$ cat src/rtl/entrada_bcd.sv
// Four-digit BCD switch input for the processor's IN instruction: waits for a
// debounced button press, converts the captured BCD word to binary and pulses valido.
module entrada_bcd #(
   parameter int DEBOUNCE_CYCLES = 4,
   parameter int TAM_DADO        = 32
) (
   input  logic                clk,
   input  logic                reset,
   input  logic                req,
   input  logic                button,
   input  logic [15:0]         sw,
   output logic [TAM_DADO-1:0] dado,
   output logic                valido,
   output logic                erro,
   output logic                ocupado
);

   localparam int CNT_W = $clog2(DEBOUNCE_CYCLES + 1);

   typedef enum logic [2:0] {
      IDLE,
      ARMED,
      CONVERT,
      DONE,
      RELEASE
   } state_t;

   state_t                state_reg;
   logic                  sync1_reg;
   logic                  sync2_reg;
   logic                  db_level_reg;
   logic [CNT_W-1:0]      db_cnt_reg;
   logic [15:0]           cap_reg;
   logic                  bad_reg;
   logic [13:0]           acc_reg;
   logic [1:0]            step_reg;
   logic [TAM_DADO-1:0]   dado_reg;
   logic                  erro_reg;
   logic                  valido_reg;

   logic [3:0]            nib_bad;
   logic [3:0]            digit;
   logic [13:0]           acc_next;

   // Invalid-digit flags are taken from sw at capture so erro never depends on later sw.
   genvar gi;
   generate
      for (gi = 0; gi < 4; gi++) begin : g_nib
         assign nib_bad[gi] = (sw[4*gi+3:4*gi] > 4'd9);
      end
   endgenerate

   assign digit    = cap_reg[15:12];
   assign acc_next = (acc_reg << 3) + (acc_reg << 1) + {10'd0, digit};

   always_ff @(posedge clk) begin
      if (!reset) begin
         state_reg    <= IDLE;
         sync1_reg    <= 1'b1;
         sync2_reg    <= 1'b1;
         db_level_reg <= 1'b1;
         db_cnt_reg   <= '0;
         cap_reg      <= '0;
         bad_reg      <= 1'b0;
         acc_reg      <= '0;
         step_reg     <= '0;
         dado_reg     <= '0;
         erro_reg     <= 1'b0;
         valido_reg   <= 1'b0;
      end else begin
         sync1_reg  <= button;
         sync2_reg  <= sync1_reg;
         valido_reg <= 1'b0;

         // Level flips only after DEBOUNCE_CYCLES consecutive opposite samples.
         if (sync2_reg == db_level_reg) begin
            db_cnt_reg <= '0;
         end else if (db_cnt_reg == CNT_W'(DEBOUNCE_CYCLES - 1)) begin
            db_level_reg <= sync2_reg;
            db_cnt_reg   <= '0;
         end else begin
            db_cnt_reg <= db_cnt_reg + 1'b1;
         end

         case (state_reg)
            IDLE: begin
               if (req && db_level_reg)
                  state_reg <= ARMED;
            end
            ARMED: begin
               // ARMED is only entered while released, so a pressed level here is a fresh press.
               if (!req) begin
                  state_reg <= IDLE;
               end else if (!db_level_reg) begin
                  cap_reg   <= sw;
                  bad_reg   <= |nib_bad;
                  acc_reg   <= '0;
                  step_reg  <= '0;
                  state_reg <= CONVERT;
               end
            end
            CONVERT: begin
               acc_reg  <= acc_next;
               cap_reg  <= {cap_reg[11:0], 4'h0};
               step_reg <= step_reg + 1'b1;
               if (step_reg == 2'd3)
                  state_reg <= DONE;
            end
            DONE: begin
               valido_reg <= 1'b1;
               erro_reg   <= bad_reg;
               dado_reg   <= bad_reg ? '0 : TAM_DADO'(acc_reg);
               state_reg  <= RELEASE;
            end
            RELEASE: begin
               if (db_level_reg)
                  state_reg <= IDLE;
            end
            default: state_reg <= IDLE;
         endcase
      end
   end

   assign dado    = dado_reg;
   assign erro    = erro_reg;
   assign valido  = valido_reg;
   assign ocupado = (state_reg != IDLE);

endmodule

$ cat config.mk
export PLATFORM = sky130hd
export DESIGN_NAME = entrada_bcd
export DESIGN_NICKNAME = d
export VERILOG_FILES = /design/src/rtl/entrada_bcd.sv
export SDC_FILE = /design/constraint.sdc
export NUM_CORES = 1
export LEC_CHECK = 0
export ABC_AREA = 1
export CAP_MARGIN = 10
export CORE_MARGIN = 1.5
export CORE_UTILIZATION = 57
export DETAILED_ROUTE_END_ITERATION = 8
export PLACE_DENSITY_LB_ADDON = 0.2
export SYNTH_ARGS = -nofsm -noshare
export SYNTH_HDL_FRONTEND = slang
export SYNTH_SLANG_ARGS = --single-unit
$ cat constraint.sdc
create_clock -name clk -period 6 [get_ports clk]
set_input_delay 1.5 -clock clk [delete_from_list [all_inputs] [get_ports clk]]
set_output_delay 1.5 -clock clk [all_outputs]
set_load 0.03 [all_outputs]
==> flow_metrics.env, run 1 <==
export IMPL_final_nets=513
export IMPL_crit_slowest_cell="clkdlybuf4s50_1"
export IMPL_synth_ff_type="dfxtp_1"
export IMPL_leakage_nw=1.62
export IMPL_critPathKind="reg -> out"
export IMPL_max_vdd_ir_drop_uv=224
export IMPL_cp_required_ps=4500
export IMPL_cts_sinks=58
export IMPL_grt_first_pass_wirelength_mm=11.5
export IMPL_post_route_period_util=0.504
export IMPL_ioPinCount=55
export IMPL_seq_area_frac_synth=0.369
export IMPL_ys_ff_latch=58
export IMPL_seqPwrFrac=0.437
export IMPL_cts_tree="yes"
export IMPL_antenna_found_initial=0
export IMPL_p_comb_frac=0.058
export IMPL_yosys_warnings=0
export IMPL_setup_viol=0
export IMPL_synth_edff_count=0
export IMPL_hold_ws_ps=423
export IMPL_cp_arrival_ps=1520
export IMPL_ctsHoldBuffers=0
export IMPL_clock_skew_ps=9.72
export IMPL_path_max_fanout=4
export IMPL_powerDensity_mw_per_mm2=240
export IMPL_first_pass_iters=4
export IMPL_drv_slew=0
export IMPL_antenna_left=0
export IMPL_slew_headroom=0.665
export IMPL_fin_setup_tns_ps=0
export IMPL_dp_cells=525
export IMPL_crit_path_max_incr_delay_ps=590
export IMPL_p_int_mw=0.702
export IMPL_min_path_cells=1
export IMPL_synth_area_top_cells="dfxtp_1 (37%), nand2_1 (17%), ha_1 (9.9%)"
export IMPL_grt_pass1_vias=2486
export IMPL_area_growth_pct=17.5
export IMPL_grt_util_all_layers=0.242
export IMPL_grt_ovfl_total=0
export IMPL_layout_commonest_cell="nand2_1"
export IMPL_wirelength_mm=6.64
export IMPL_p_switching_mw=0.186
export IMPL_dp_hpwl_mm=4.76
export IMPL_grt_setup_unrepaired="false"
export IMPL_holdPathEnd="sync2_reg"
export IMPL_cts_buffers=9
export IMPL_fp_dieH_um=77.3
export IMPL_clk_pin_slew_worst_paths_ps=70
export IMPL_async_flop_share=0
export IMPL_worstPathCellList="nor2_2 -> nand2_1 -> clkdlybuf4s50_1"
export IMPL_end_kind="output port"
export IMPL_cap_viol_max_count=0
export IMPL_cts_repair_resized=0
export IMPL_dieWidth_um=77.3
export IMPL_min_path_type="reg -> reg"
export IMPL_clk_insertion_delay_late_ps=340
export IMPL_clkPwrFrac=0.505
export IMPL_swShare=0.210
export IMPL_layout_common_cells="nand2_1 (140), dfxtp_1 (58), a21oi_1 (43)"
export IMPL_start_util=0.604
export IMPL_cts_setup_buffers=0
export IMPL_vias_per_cell=5.07
export IMPL_power_mw=0.888
export IMPL_rrSetupSlack_ps=3670
export IMPL_gp_congestion=0.945
export IMPL_synthCells=432
export IMPL_reg2regPathDepth=10
export IMPL_drc=0
export IMPL_syn_area_per_cell_um2=7.28
export IMPL_dieArea_mm2=0.00597
export IMPL_wl_per_cell_um=12.3
export IMPL_yosysTopAreaCell="dfxtp_1"
export IMPL_cts_root_buf="clkbuf_8"
export IMPL_tightest_slew_ps=502
export IMPL_antenna_cells=0
export IMPL_io_buffers=36
export IMPL_final_hold_viol_count=0
export IMPL_vias=2739
export IMPL_worstSetupStartpointType="register"
export IMPL_rows=26
export IMPL_clockBufferDepth=2
export IMPL_status="finished clean"
export IMPL_clock_fmax_mhz=331
export IMPL_syn_area_mm2=0.00315
export IMPL_cts_max_level=3
export IMPL_core_area_mm2=0.00520
export IMPL_grt_max_degree=33
export IMPL_rr_startpoint="acc_reg[0]"
export IMPL_stdcell_count=540
export IMPL_r2r_end="acc_reg[10]"
export IMPL_timing_final_crit_period_ps=3020
export IMPL_holdCritStartpoint="sync1_reg"
export IMPL_synth_top_area_share=0.369
export IMPL_drive_above_1_share=0.0745
export IMPL_largest_register_ffs=16
export IMPL_drt_iter0_markers=129
export IMPL_synth_cell_type_count=34
==> layer usage <==
layer	track usage	routed length [µm]	up-vias
met5	0	0	-
met4	0.0709	79	0
met3	0.0536	261	11
met2	0.398	3160	59
met1	0.316	3130	1235
li1	-	-	1434
==> synthesized netlist by cell type (4+ instances only) <==
| cell type | count |
|---|---|
| nand2_1 | 140 |
| dfxtp_1 | 58 |
| a21oi_1 | 43 |
| inv_1 | 35 |
| ha_1 | 25 |
| buf_4 | 23 |
| nor2_1 | 20 |
| nand3_1 | 18 |
| o21ai_0 | 11 |
| a31oi_1 | 10 |
| clkbuf_1 | 5 |
| nand4_1 | 5 |
| inv_2 | 4 |
| nor3_1 | 4 |
| or2_2 | 4 |
==> power groups by stage <==
stage	clock [mW]	sequential, mW	combinational (mW)
after floorplan	0	0.397	0.0408
after global placement	0	0.397	0.0499
after detailed placement	0	0.397	0.0503
after CTS	0.453	0.388	0.0513
after global routing	0.470	0.388	0.0551
final	0.449	0.388	0.0512
==> cell type report <==
cell class	count	area (µm²)
clock inverters	4	98.8
fillers	448	1510
multi-input cells	319	1670
flip-flops and latches	58	1160
well taps	70	87.6
inverters	41	155
clock buffers	11	151
repair buffers	37	368
==> kinds of logic after synthesis <==
logic type      after synthesis  share of synthesized area
simple gates                205                      0.278
buf+inv                      72                      0.119
compound gates               68                      0.118
flops                        58                      0.369
fa+ha+maj                    27                      0.112
xor+xnor                      1                    0.00278
other cells                   1                    0.00119
==> through the flow <==
step                setup WS (ps)  area, µm²   util
floorplan                    3730       3210      -
global placement             2760       3450  0.662
detailed placement           2710       3450  0.662
CTS                          2960       3700  0.710
global route                 2910       3700  0.710
finish                       2980       3700  0.710
==> how the worst max path moves through the flow <==
| stage | cells past startpoint | endpoint | from |
|---|---|---|---|
| 6_report | 3 | ocupado | state_reg[0] |
| 5_1_grt | 4 | state_reg[0] | reset |
| 4_1_cts | 3 | ocupado | state_reg[0] |
| 3_5_place_dp | 4 | erro | reset |
| 3_3_place_gp | 4 | state_reg[0] | reset |
| 2_1_floorplan | 8 | cap_reg[4] | req |
==> worst max-delay path: cells and delay by family, from the launching register on <==
| family | cells | cell delay [ps] |
|---|---|---|
| and+or+nand+nor | 2 | 260 |
| buffers and inverters | 1 | 590 |
| DFF | 1 | 340 |
(Power assumes the default switching activity.)
==> run 2: changes to the inputs <==
CORE_UTILIZATION = 53   (was 57)
clock period = 3 ns   (was 6 ns; I/O delays follow)
==> run 2 against run 1 <==
Net effect: sequential share of layout area increased by 0.43 points; via count increased by 1.2%; sequential power increased by 100%; combinational power increased by 97%; highest routed layer unchanged.
==> flow_metrics.env, run 2 (same netlist as run 1, synthesis figures left out) <==
export IMPL_cts_repair_resized=0
export IMPL_drc=0
export IMPL_grt_setup_unrepaired="false"
export IMPL_post_route_period_util=0.760
export IMPL_max_vdd_ir_drop_uv=333
export IMPL_grt_pass1_vias=2385
export IMPL_dieArea_mm2=0.00641
export IMPL_cp_arrival_ps=1530
export IMPL_cts_tree="yes"
export IMPL_leakage_nw=1.60
export IMPL_fin_setup_tns_ps=0
export IMPL_grt_ovfl_total=0
export IMPL_final_nets=513
export IMPL_slew_headroom=0.658
export IMPL_largest_register_ffs=16
export IMPL_worstSetupStartpointType="register"
export IMPL_vias_per_cell=5.10
export IMPL_fp_dieH_um=80.0
export IMPL_antenna_cells=0
export IMPL_gp_congestion=0.893
export IMPL_powerDensity_mw_per_mm2=437
export IMPL_setup_viol=0
export IMPL_layout_commonest_cell="nand2_1"
export IMPL_antenna_left=0
export IMPL_cts_sinks=58
export IMPL_drive_above_1_share=0.0701
export IMPL_finalInstanceArea_mm2=0.00365
export IMPL_clk_insertion_delay_late_ps=330
export IMPL_clk_pin_slew_worst_paths_ps=60
export IMPL_grt_util_all_layers=0.222
export IMPL_clock_fmax_mhz=439
export IMPL_layout_setup_ws_ps=720
export IMPL_ctsHoldBuffers=0
export IMPL_start_util=0.561
export IMPL_grt_max_degree=48
export IMPL_timing_final_crit_period_ps=2280
export IMPL_cp_required_ps=2250
export IMPL_end_kind="output port"
export IMPL_core_area_mm2=0.00561
export IMPL_status="finished clean"
export IMPL_min_path_type="reg -> reg"
export IMPL_placedInstanceArea_mm2=0.00345
export IMPL_cap_viol_max_count=0
export IMPL_vias=2772
export IMPL_p_int_mw=1.24
export IMPL_area_growth_pct=15.9
export IMPL_clockBufferDepth=2
export IMPL_swShare=0.223
export IMPL_dieWidth_um=80.0
export IMPL_clkPwrFrac=0.450
export IMPL_drv_slew=0
export IMPL_critPathKind="reg -> out"
export IMPL_grtUsageMet1=0.294
export IMPL_gr_max_usage_layer="met2"
export IMPL_p_comb_frac=0.063
export IMPL_drt_iter0_markers=137
export IMPL_clock_skew_ps=10.3
export IMPL_wirelength_mm=6.69
export IMPL_final_hold_viol_count=0
export IMPL_dp_hpwl_mm=4.82
export IMPL_dp_slack_ps=779
export IMPL_wl_per_cell_um=12.3
export IMPL_cts_setup_buffers=0
export IMPL_cts_max_level=3
export IMPL_cts_root_buf="clkbuf_8"
export IMPL_io_buffers=36
export IMPL_layout_common_cells="nand2_1 (140), dfxtp_1 (58), a21oi_1 (43)"
export IMPL_rrSetupSlack_ps=800
export IMPL_ioPinCount=55
export IMPL_path_max_fanout=4
export IMPL_grt_first_pass_wirelength_mm=11.0
export IMPL_seqPwrFrac=0.487
export IMPL_antenna_found_initial=0
export IMPL_first_pass_iters=4
export IMPL_met2_usage=0.349
export IMPL_tightest_slew_ps=513
export IMPL_p_switching_mw=0.356
export IMPL_rows=27
export IMPL_met3_usage=0.0491
export IMPL_cts_buffers=9
run 2: changes by cell type in the layout (fill, tap and decap cells not counted), sizes merged:
cell | previous run | this run
bufinv | 3 | 1
clkbuf | 11 | 14
run 2: final timing paths:
check                    start           to  cells past startpoint
setup / recovery  state_reg[0]      ocupado                      3
setup reg to reg    acc_reg[0]  acc_reg[10]                     11
hold reg to reg      sync1_reg    sync2_reg                      1
hold / removal       sync1_reg    sync2_reg                      1
run 2: area by class of cell:
cell class,count,area [µm²]
repair buffers,37,368
multi-input cells,319,1670
well taps,72,90.1
clock inverters,2,35.0
fillers,520,1960
inverters,41,155
flip-flops and latches,58,1160
clock buffers,14,163
run 2: stage by stage:
stage	power [mW]	utilization	hold slack (ps)	std cells
after global routing	1.65	0.650	433	543
final	1.59	0.650	413	543
after global placement	0.893	0.615	397	527
after CTS	1.60	0.650	415	543
after floorplan	0.875	-	393	449
after detailed placement	0.894	0.615	400	527
run 2: routing by layer:
layer	wire [µm]	vias to the layer above	part of all wire
li1	-	1443	-
met1	3190	1243	0.48
met2	3110	76	0.46
met3	307	10	0.046
met4	76	0	0.011
met5	0	-	0
run 2: worst max-delay path, stage by stage, from the launching register on:
cell	delay (ps)
dfxtp_1	330
nor2_2	190
nand2_1	90
clkdlybuf4s50_1	600
run 2: power groups by stage:
| stage | Clock (mW) | Combinational [mW] | Sequential [mW] |
|---|---|---|---|
| 3_3_place_gp | 0 | 0.0999 | 0.793 |
| 5_1_grt | 0.768 | 0.109 | 0.776 |
| 3_5_place_dp | 0 | 0.100 | 0.793 |
| 6_report | 0.717 | 0.101 | 0.776 |
| 4_1_cts | 0.727 | 0.101 | 0.776 |
| 2_1_floorplan | 0 | 0.0817 | 0.793 |
==> run 3: changes to the inputs <==
clock period = 2.3 ns   (was 3 ns; I/O delays follow)
==> run 3 against run 2 <==
Net effect: largest cell class unchanged; worst setup slack lost 590 ps; clock skew decreased by 3.9 ps; worst hold slack gained 4.1 ps; core utilization rose by 0.67 points; combinational power increased by 32%; die area unchanged; wire length grew 0.21%; power rose by 32%; first-iteration DRC count is 8.0% lower; non-clock buffer count up 3; sequential power is 30% higher; register-to-register slack worse by 670 ps.
==> flow_metrics.env, run 3 (same netlist as run 1, synthesis figures left out) <==
export IMPL_status="finished clean"
export IMPL_ctsHoldBuffers=0
export IMPL_largest_register_ffs=16
export IMPL_drv_slew=0
export IMPL_min_path_type="reg -> reg"
export IMPL_vias=2771
export IMPL_antenna_cells=0
export IMPL_max_vdd_ir_drop_uv=397
export IMPL_cp_required_ps=2520
export IMPL_placedInstanceArea_mm2=0.00347
export IMPL_antenna_found_initial=0
export IMPL_powerDensity_mw_per_mm2=572
export IMPL_cts_sinks=58
export IMPL_cts_buffers=9
export IMPL_grt_util_all_layers=0.222
export IMPL_clock_skew_ps=6.35
export IMPL_n_fill_cell=526
export IMPL_setup_viol=0
export IMPL_wl_per_cell_um=12.3
export IMPL_dp_slack_ps=147
export IMPL_final_core_util=0.657
export IMPL_clk_pin_slew_worst_paths_ps=70
export IMPL_grt_pass1_vias=2496
export IMPL_dieWidth_um=80.0
export IMPL_vias_per_cell=5.08
export IMPL_dieArea_mm2=0.00641
export IMPL_io_buffers=36
export IMPL_crit_slowest_cell="fa_1"
export IMPL_start_util=0.561
export IMPL_timing_final_crit_period_ps=2170
export IMPL_leakage_nw=1.61
export IMPL_layout_commonest_cell="nand2_1"
export IMPL_power_mw=2.11
export IMPL_grt_setup_unrepaired="false"
export IMPL_final_hold_viol_count=0
export IMPL_area_growth_pct=17.1
export IMPL_finalInstanceArea_mm2=0.00368
export IMPL_drive_above_1_share=0.0886
export IMPL_worstSetupStartpointType="register"
export IMPL_worstPathCellList="inv_1 -> fa_1 -> fa_1 -> inv_2 -> nand3_1 -> nand3_1 -> nand2_1 -> nand2_1 -> nand2_1 -> nand3_1 -> a21oi_1"
export IMPL_gp_congestion=0.921
export IMPL_first_pass_iters=4
export IMPL_drt_iter0_markers=126
export IMPL_clk_insertion_delay_late_ps=330
export IMPL_cp_arrival_ps=2380
export IMPL_cts_setup_buffers=0
export IMPL_cts_max_level=3
export IMPL_fp_dieH_um=80.0
export IMPL_layout_common_cells="nand2_1 (140), dfxtp_1 (58), a21oi_1 (42)"
export IMPL_cts_tree="yes"
export IMPL_layout_setup_ws_ps=132
export IMPL_cts_repair_resized=0
export IMPL_grt_max_degree=29
export IMPL_rows=27
export IMPL_cap_viol_max_count=0
export IMPL_crit_path_max_incr_delay_ps=480
export IMPL_ioPinCount=55
export IMPL_path_max_fanout=4
export IMPL_cts_root_buf="clkbuf_8"
export IMPL_drc=0
export IMPL_clockBufferDepth=2
export IMPL_post_route_period_util=0.943
export IMPL_end_kind="register"
export IMPL_dp_hpwl_mm=4.89
export IMPL_clock_fmax_mhz=461
export IMPL_fin_setup_tns_ps=0
export IMPL_core_area_mm2=0.00561
export IMPL_antenna_left=0
export IMPL_wirelength_mm=6.70
export IMPL_final_nets=516
export IMPL_grt_first_pass_wirelength_mm=11.0
export IMPL_grt_ovfl_total=0
export IMPL_critPathKind="reg -> reg"
run 3: routing by layer:
metal / wire, µm / up-vias / share of wire / global-route usage
met5: 0 / - / 0 / 0
met4: 81 / 0 / 0.012 / 0.109
met3: 350 / 8 / 0.052 / 0.0491
met2: 3230 / 73 / 0.48 / 0.361
met1: 3040 / 1247 / 0.45 / 0.276
li1: - / 1443 / - / -
run 3: cell type report:
cell class                      count  area [µm²]  area share
Inverter                           41         155      0.0421
Clock inverter                      6        66.3      0.0180
Sequential cell                    58        1160       0.315
Timing Repair Buffer               40         390       0.106
Clock buffer                       10         138      0.0374
Tap cell                           72        90.1      0.0245
Multi-Input combinational cell    319        1680       0.457
run 3: stage by stage:
step	std cells	hold WS, ps
after floorplan	449	393
after global placement	530	398
after detailed placement	530	402
after CTS	546	420
after global routing	546	440
final	546	417
run 3: worst paths after layout:
kind	end	slack, ps	depth (start not counted)	from
hold reg to reg	sync2_reg	420	1	sync1_reg
hold / removal	sync2_reg	420	1	sync1_reg
setup reg to reg	acc_reg[10]	130	11	acc_reg[2]
setup / recovery	acc_reg[10]	130	11	acc_reg[2]
run 3: critical path, delay by kind of cell (launching register included):
kind	cells	cell delay, ps
DFF	1	390
buffers and inverters	2	160
AOI/OAI and AO/OA	1	60
and+or+nand+nor	6	470
adders and majority gates	2	950
run 3: report_power, final:
group          internal (mW)  total, mW  leakage [nW]  switching, mW
Sequential              1.01       1.01         0.468        0.00341
Combinational         0.0488      0.133          1.05         0.0845
Clock                  0.529      0.964        0.0945          0.435
